[src/rtl/ldpc_pkg.sv]
// ldpc_pkg: constants shared by the LDPC check-node and variable-node units.
// Holds default message width, check degree, the offset used by offset
// min-sum (enabled with CNU_OFFSET_EN), and the CNU FSM state encoding.
package ldpc_pkg;

  localparam int unsigned DATA_W     = 8;
  localparam int unsigned CNU_D      = 6;
  localparam int unsigned CNU_OFFSET = 1;

  localparam int unsigned ST_W       = 2;
  localparam logic [ST_W-1:0] ST_COLLECT = 2'd0;
  localparam logic [ST_W-1:0] ST_CALC    = 2'd1;
  localparam logic [ST_W-1:0] ST_OUT     = 2'd2;

endpackage

[src/rtl/cnu_minfind.sv]
// cnu_minfind: running two-minimum search over the magnitudes of the
// variable-to-check messages of one check, plus sign parity and per-edge
// sign capture.
// Ports:
//   clk, rst_n    clock, async active-low reset
//   clear_i       reinitialise accumulators (end of a check)
//   accept_i      q_i is an accepted edge this cycle
//   q_i           two's-complement message
//   edge_i        index of the accepted edge
//   min1_o/min2_o smallest / second-smallest magnitude seen
//   idx_o         edge index of min1_o (earliest edge wins ties)
//   parity_o      XOR of accepted sign bits
//   signs_o       sign bit of every edge
module cnu_minfind
  import ldpc_pkg::*;
#(
  parameter int unsigned data_w = DATA_W,
  parameter int unsigned D      = CNU_D
) (
  input  logic                                 clk,
  input  logic                                 rst_n,
  input  logic                                 clear_i,
  input  logic                                 accept_i,
  input  logic [data_w-1:0]                    q_i,
  input  logic [((D > 1) ? $clog2(D) : 1)-1:0] edge_i,
  output logic [data_w-2:0]                    min1_o,
  output logic [data_w-2:0]                    min2_o,
  output logic [((D > 1) ? $clog2(D) : 1)-1:0] idx_o,
  output logic                                 parity_o,
  output logic [D-1:0]                         signs_o
);

  localparam int unsigned cnt_w = (D > 1) ? $clog2(D) : 1;
  localparam int unsigned mag_w = data_w - 1;
  localparam logic [mag_w-1:0] mag_max = '1;

  logic [mag_w-1:0] mag;
  logic [mag_w-1:0] min1_q, min1_d;
  logic [mag_w-1:0] min2_q, min2_d;
  logic [cnt_w-1:0] idx_q, idx_d;
  logic             parity_q, parity_d;
  logic [D-1:0]     signs_q, signs_d;

  // |q| on mag_w bits; the most negative code saturates to the max magnitude
  always_comb begin
    if (!q_i[data_w-1]) begin
      mag = q_i[mag_w-1:0];
    end else if (q_i[mag_w-1:0] == '0) begin
      mag = mag_max;
    end else begin
      mag = ~q_i[mag_w-1:0] + mag_w'(1);
    end
  end

  // Accumulator update; strict compares keep the earliest edge on ties
  always_comb begin
    min1_d   = min1_q;
    min2_d   = min2_q;
    idx_d    = idx_q;
    parity_d = parity_q;
    signs_d  = signs_q;
    if (clear_i) begin
      min1_d   = mag_max;
      min2_d   = mag_max;
      idx_d    = '0;
      parity_d = 1'b0;
      signs_d  = '0;
    end else if (accept_i) begin
      parity_d = parity_q ^ q_i[data_w-1];
      for (int unsigned i = 0; i < D; i++) begin
        if (edge_i == cnt_w'(i)) begin
          signs_d[i] = q_i[data_w-1];
        end
      end
      if (mag < min1_q) begin
        min2_d = min1_q;
        min1_d = mag;
        idx_d  = edge_i;
      end else if (mag < min2_q) begin
        min2_d = mag;
      end
    end
  end

  always_ff @(posedge clk or negedge rst_n) begin
    if (!rst_n) begin
      min1_q   <= mag_max;
      min2_q   <= mag_max;
      idx_q    <= '0;
      parity_q <= 1'b0;
      signs_q  <= '0;
    end else begin
      min1_q   <= min1_d;
      min2_q   <= min2_d;
      idx_q    <= idx_d;
      parity_q <= parity_d;
      signs_q  <= signs_d;
    end
  end

  assign min1_o   = min1_q;
  assign min2_o   = min2_q;
  assign idx_o    = idx_q;
  assign parity_o = parity_q;
  assign signs_o  = signs_q;

endmodule

[src/rtl/check_node_unit.sv]
// check_node_unit: min-sum LDPC check node. Collects D variable-to-check
// messages, then produces all D check-to-variable messages at once plus the
// parity-check syndrome. Optional offset min-sum via macro CNU_OFFSET_EN.
// Ports:
//   clk, rst        clock, async active-low reset
//   q, q_valid      input message stream (edges 0..D-1), q_ready accepts
//   r, r_valid      output messages, edge i at r[i*data_w +: data_w]
//   r_ready         consumer takes r
//   syn             1 = parity check failed
module check_node_unit
  import ldpc_pkg::*;
#(
  parameter int unsigned data_w = DATA_W,
  parameter int unsigned D      = CNU_D
) (
  input  logic                  clk,
  input  logic                  rst,
  input  logic [data_w-1:0]     q,
  input  logic                  q_valid,
  output logic                  q_ready,
  output logic [data_w*D-1:0]   r,
  output logic                  r_valid,
  input  logic                  r_ready,
  output logic                  syn
);

  localparam int unsigned cnt_w = (D > 1) ? $clog2(D) : 1;
  localparam int unsigned mag_w = data_w - 1;

  logic [ST_W-1:0]     state_q, state_d;
  logic [cnt_w-1:0]    cnt_q, cnt_d;
  logic [data_w*D-1:0] r_q, r_d;
  logic                syn_q, syn_d;
  logic                r_valid_q, r_valid_d;

  logic                accept;
  logic                clear;
  logic [mag_w-1:0]    min1, min2;
  logic [cnt_w-1:0]    idx;
  logic                parity;
  logic [D-1:0]        signs;
  logic [data_w*D-1:0] r_calc;
  logic [mag_w-1:0]    m;
  logic [data_w-1:0]   m_ext;

  assign q_ready = (state_q == ST_COLLECT);
  assign accept  = q_valid && q_ready;

  cnu_minfind #(
    .data_w (data_w),
    .D      (D)
  ) u_minfind (
    .clk      (clk),
    .rst_n    (rst),
    .clear_i  (clear),
    .accept_i (accept),
    .q_i      (q),
    .edge_i   (cnt_q),
    .min1_o   (min1),
    .min2_o   (min2),
    .idx_o    (idx),
    .parity_o (parity),
    .signs_o  (signs)
  );

  // Per-edge output: exclude own edge from the minimum, sign = parity ^ own sign
  always_comb begin
    r_calc = '0;
    m      = '0;
    m_ext  = '0;
    for (int unsigned i = 0; i < D; i++) begin
      m = (idx == cnt_w'(i)) ? min2 : min1;
`ifdef CNU_OFFSET_EN
      m = (m > mag_w'(CNU_OFFSET)) ? (m - mag_w'(CNU_OFFSET)) : '0;
`endif
      m_ext = {1'b0, m};
      r_calc[i*data_w +: data_w] = (parity ^ signs[i]) ? (~m_ext + data_w'(1)) : m_ext;
    end
  end

  // Control FSM: COLLECT D edges, one CALC cycle, hold OUT until consumed
  always_comb begin
    state_d   = state_q;
    cnt_d     = cnt_q;
    r_d       = r_q;
    syn_d     = syn_q;
    r_valid_d = r_valid_q;
    clear     = 1'b0;
    case (state_q)
      ST_COLLECT: begin
        if (accept) begin
          if (cnt_q == cnt_w'(D - 1)) begin
            cnt_d   = '0;
            state_d = ST_CALC;
          end else begin
            cnt_d = cnt_q + cnt_w'(1);
          end
        end
      end
      ST_CALC: begin
        r_d       = r_calc;
        syn_d     = parity;
        r_valid_d = 1'b1;
        state_d   = ST_OUT;
      end
      ST_OUT: begin
        if (r_ready) begin
          r_valid_d = 1'b0;
          clear     = 1'b1;
          cnt_d     = '0;
          state_d   = ST_COLLECT;
        end
      end
      default: begin
        state_d = ST_COLLECT;
      end
    endcase
  end

  always_ff @(posedge clk or negedge rst) begin
    if (!rst) begin
      state_q   <= ST_COLLECT;
      cnt_q     <= '0;
      r_q       <= '0;
      syn_q     <= 1'b0;
      r_valid_q <= 1'b0;
    end else begin
      state_q   <= state_d;
      cnt_q     <= cnt_d;
      r_q       <= r_d;
      syn_q     <= syn_d;
      r_valid_q <= r_valid_d;
    end
  end

  assign r       = r_q;
  assign syn     = syn_q;
  assign r_valid = r_valid_q;

endmodule

[config.mk]
export PLATFORM = sky130hd
export DESIGN_NAME = check_node_unit
export DESIGN_NICKNAME = d
export VERILOG_FILES = /design/src/rtl/ldpc_pkg.sv /design/src/rtl/cnu_minfind.sv /design/src/rtl/check_node_unit.sv
export SDC_FILE = /design/constraint.sdc
export NUM_CORES = 1
export LEC_CHECK = 0
export CELL_PAD_IN_SITES_DETAIL_PLACEMENT = 1
export CELL_PAD_IN_SITES_GLOBAL_PLACEMENT = 1
export CORE_ASPECT_RATIO = 0.8
export CORE_MARGIN = 3
export CORE_UTILIZATION = 46
export DETAILED_ROUTE_END_ITERATION = 12
export PLACE_DENSITY_LB_ADDON = 0.2
export SLEW_MARGIN = 40
export SYNTH_ARGS = -nofsm -noshare
export SYNTH_HDL_FRONTEND = slang
export SYNTH_SLANG_ARGS = --single-unit
[constraint.sdc]
create_clock -name clk -period 7.4 [get_ports clk]
set_input_delay 1.11 -clock clk [delete_from_list [all_inputs] [get_ports clk]]
set_output_delay 1.11 -clock clk [all_outputs]
set_load 0.02 [all_outputs]
==> impl_metrics.json <==
{
  "finalSetupTns_ns": 0,
  "synth.avg_cell_area_sq_um": 8.44,
  "leakage_uw": 0.00268,
  "fill_cells": 1223,
  "grt_pass1_vias": 4806,
  "grt_usage_pct": 26.6,
  "holdCritPathClass": "reg -> reg",
  "n_antenna_cell": 0,
  "drt_iter0_drc": 215,
  "numClockSinks": 79,
  "netlist_instances": 595,
  "drive_above_1_share_pct": 8.65,
  "cts_resized": 0,
  "status": "complete, no violations",
  "clockBufferDepth": 2,
  "syn2layout_area_growth_pct": 21.3,
  "period_needed_ns": 4.82,
  "final-seq-area_sq_um": 1990,
  "ir_worst_vdd_uv": 250,
  "fin_util_pct": 58.3,
  "multiInputGateArea_sq_um": 2870,
  "row_count": 33,
  "grt_pass1_wl_mm": 25.4,
  "synth-async-reset-ratio_pct": 100,
  "path_max_fanout": 19,
  "syn-num-nets": 627,
  "slew_headroom_pct": 48.8,
  "routed_wl_mm": 15.4,
  "grt-ovfl-total": 0,
  "cts_tree": "yes",
  "worstMarginPinSlew_ns": 0.763,
  "io_buffers": 62,
  "fin_skew_ns": 0.00552,
  "max_freq_ghz": 0.208,
  "critPathArrivalTime_ns": 5.07,
  "antenna_found_initial": 0,
  "setup_violations": 0,
  "core_sq_um": 10400,
  "cts_hold_buf": 0,
  "critPathLaunchType": "input pin",
  "synth_area_leaders": "dfrtp_1 32%, o21ai_0 7.5%, dfstp_2 7.3%",
  "avgViaCountPerCell": 5.85,
  "p_clk_share_pct": 15.3,
  "path_class": "in -> reg",
  "gp_routability_congestion": 0.880,
  "dp_hpwl_mm": 11.0,
  "power.switching_uw": 1610,
  "ios": 63,
  "synthDominantCellAreaShare_pct": 32.4,
  "drv_cap": 0,
  "drcViolationCount": 0,
  "wl_per_cell_microns": 19.8,
  "synth.distinct_cells": 55,
  "required_ns": 7.65,
  "start_util_pct": 48.1,
  "synth_most_common_cell": "nor2_1",
  "seq_area_frac_synth_pct": 39.7,
  "die_w_microns": 123,
  "seqPwrFrac_pct": 26.8,
  "power_density_nw_per_um2": 560,
  "numCtsBuffers": 9,
  "post_cts.repair.setup_buffers": 0,
  "htree_levels": 3,
  "hold_viol": 0,
  "report.final.slew_viol_count": 0,
  "synth_commonest_cells": "77 x nor2_1, 75 x o21ai_0, 74 x nand2_1",
  "nets": 664,
  "antenna_left": 0,
  "synth_warnings": 0,
  "grt_max_degree": 80,
  "crit_path_end_kind": "register",
  "num_vias": 4541,
  "fin_crit_sh_pct": 65.1,
  "power_frac_comb_pct": 57.9,
  "die_y_microns": 99.5,
  "first_pass_iters": 5,
  "root_buffer": "clkbuf_16",
  "clk_pin_slew_worst_paths_ns": 0.06,
  "p_sw_share_pct": 47.1,
  "rsz0062_at_grt": "false",
  "internal_power_uw": 1800,
  "clk_latency_ns": 0.34,
  "synth_edf_count": 0,
  "ys_ff_latch": 79,
  "yosys.area.top_type": "dfrtp_1",
  "synthFlopType": "dfrtp_1",
  "synthesis.area_sq_um": 5020,
  "die-area_sq_um": 12200
}
==> metal layers <==
| layer | global-route usage [%] | share of wire, % | up-vias |
|---|---|---|---|
| met4 | 7.49 | 1.8 | 0 |
| met2 | 43.6 | 48 | 113 |
| li1 | - | - | 2136 |
| met1 | 35.8 | 46 | 2267 |
| met3 | 5.23 | 4.2 | 25 |
| met5 | 0 | 0 | - |
==> kinds of logic after synthesis <==
group           Yosys count  synth area share [%]
compound gates          163                  18.8
xor+xnor                 37                  6.45
fa+ha+maj                20                  4.98
buf+inv                  58                  4.76
flops                    79                  39.7
mux                      31                  6.38
simple gates            207                  18.9
==> metrics by stage <==
step / cell area (sq um) / setup slack (ns) / instances / power [uW] / hold WS (ns)
after floorplan: 5020 / 3.43 / 595 / 2130 / 0.507
after global placement: 5670 / 2.34 / 761 / 2710 / 0.459
after detailed placement: 5710 / 2.46 / 761 / 2830 / 0.469
after CTS: 6050 / 2.66 / 776 / 3390 / 0.482
after global routing: 6090 / 2.33 / 776 / 3670 / 0.508
final: 6090 / 2.58 / 776 / 3410 / 0.474
==> final timing paths <==
| check | startpoint | endpoint | slack [ns] | cells past startpoint |
|---|---|---|---|---|
| worst max-delay path | q[0] | u_minfind.min1_o[0] | 2.58 | 14 |
| worst min-delay path | r[25] | r[25] | 0.47 | 2 |
| worst max register to register | u_minfind.min1_o[5] | u_minfind.min1_o[0] | 4.62 | 8 |
| worst min register to register | r[25] | r[25] | 0.47 | 2 |
| max in group asynchronous | rst | r[2] | 6.08 | 1 |
| min in group asynchronous | rst | r[24] | 0.80 | 1 |
==> cell type report <==
cell class              instances  share of cell area, %
clock buffers                  12                   4.21
clock inverters                 3                   1.48
inverters                      21                   1.29
multi-input cells             458                   47.1
flip-flops and latches         79                   32.7
well taps                     140                   2.88
repair buffers                 63                   10.3
==> sequential cells by signal, indices dropped and copies added (netlist names) <==
signal              cells
u_minfind.parity_o      1
u_minfind.signs_o       6
state_q                 2
u_minfind.min2_o        7
r                      48
u_minfind.idx_o         3
cnt_q                   3
u_minfind.min1_o        7
r_valid                 1
syn                     1
==> power groups by stage <==
| stage | registers (uW) | clock network [uW] | logic [uW] |
|---|---|---|---|
| after floorplan | 928 | 0 | 1200 |
| after global placement | 884 | 0 | 1830 |
| after detailed placement | 905 | 0 | 1920 |
| after CTS | 902 | 529 | 1960 |
| after global routing | 947 | 547 | 2170 |
| final | 915 | 521 | 1970 |
==> cells in the final DEF, fill, tap and decap left out, drive strengths merged, types with 9 or more instances in the layout <==
master / n
dfstp: 14
o21ai: 76
clkbuf: 12
clkdlybuf4s50: 61
or3: 9
nand3: 10
mux2i: 26
a21oi: 41
a31oi: 12
inv: 20
xnor2: 13
nand2: 74
xor2: 24
nor2b: 9
ha: 20
dfrtp: 65
nor2: 78
==> worst max-delay path: stages <==
cell             delay, ns
clkdlybuf4s50_1       0.47
inv_1                 0.09
ha_1                  0.20
or3b_1                0.43
nor4_1                0.39
o21ai_0               0.18
a21oi_1               0.34
ha_1                  0.33
a21oi_1               0.15
a21boi_0              0.11
or3_1                 0.35
nor2_2                0.58
nor3_1                0.14
a21oi_1               0.21
Note: power is estimated with default switching activity, not from simulation.
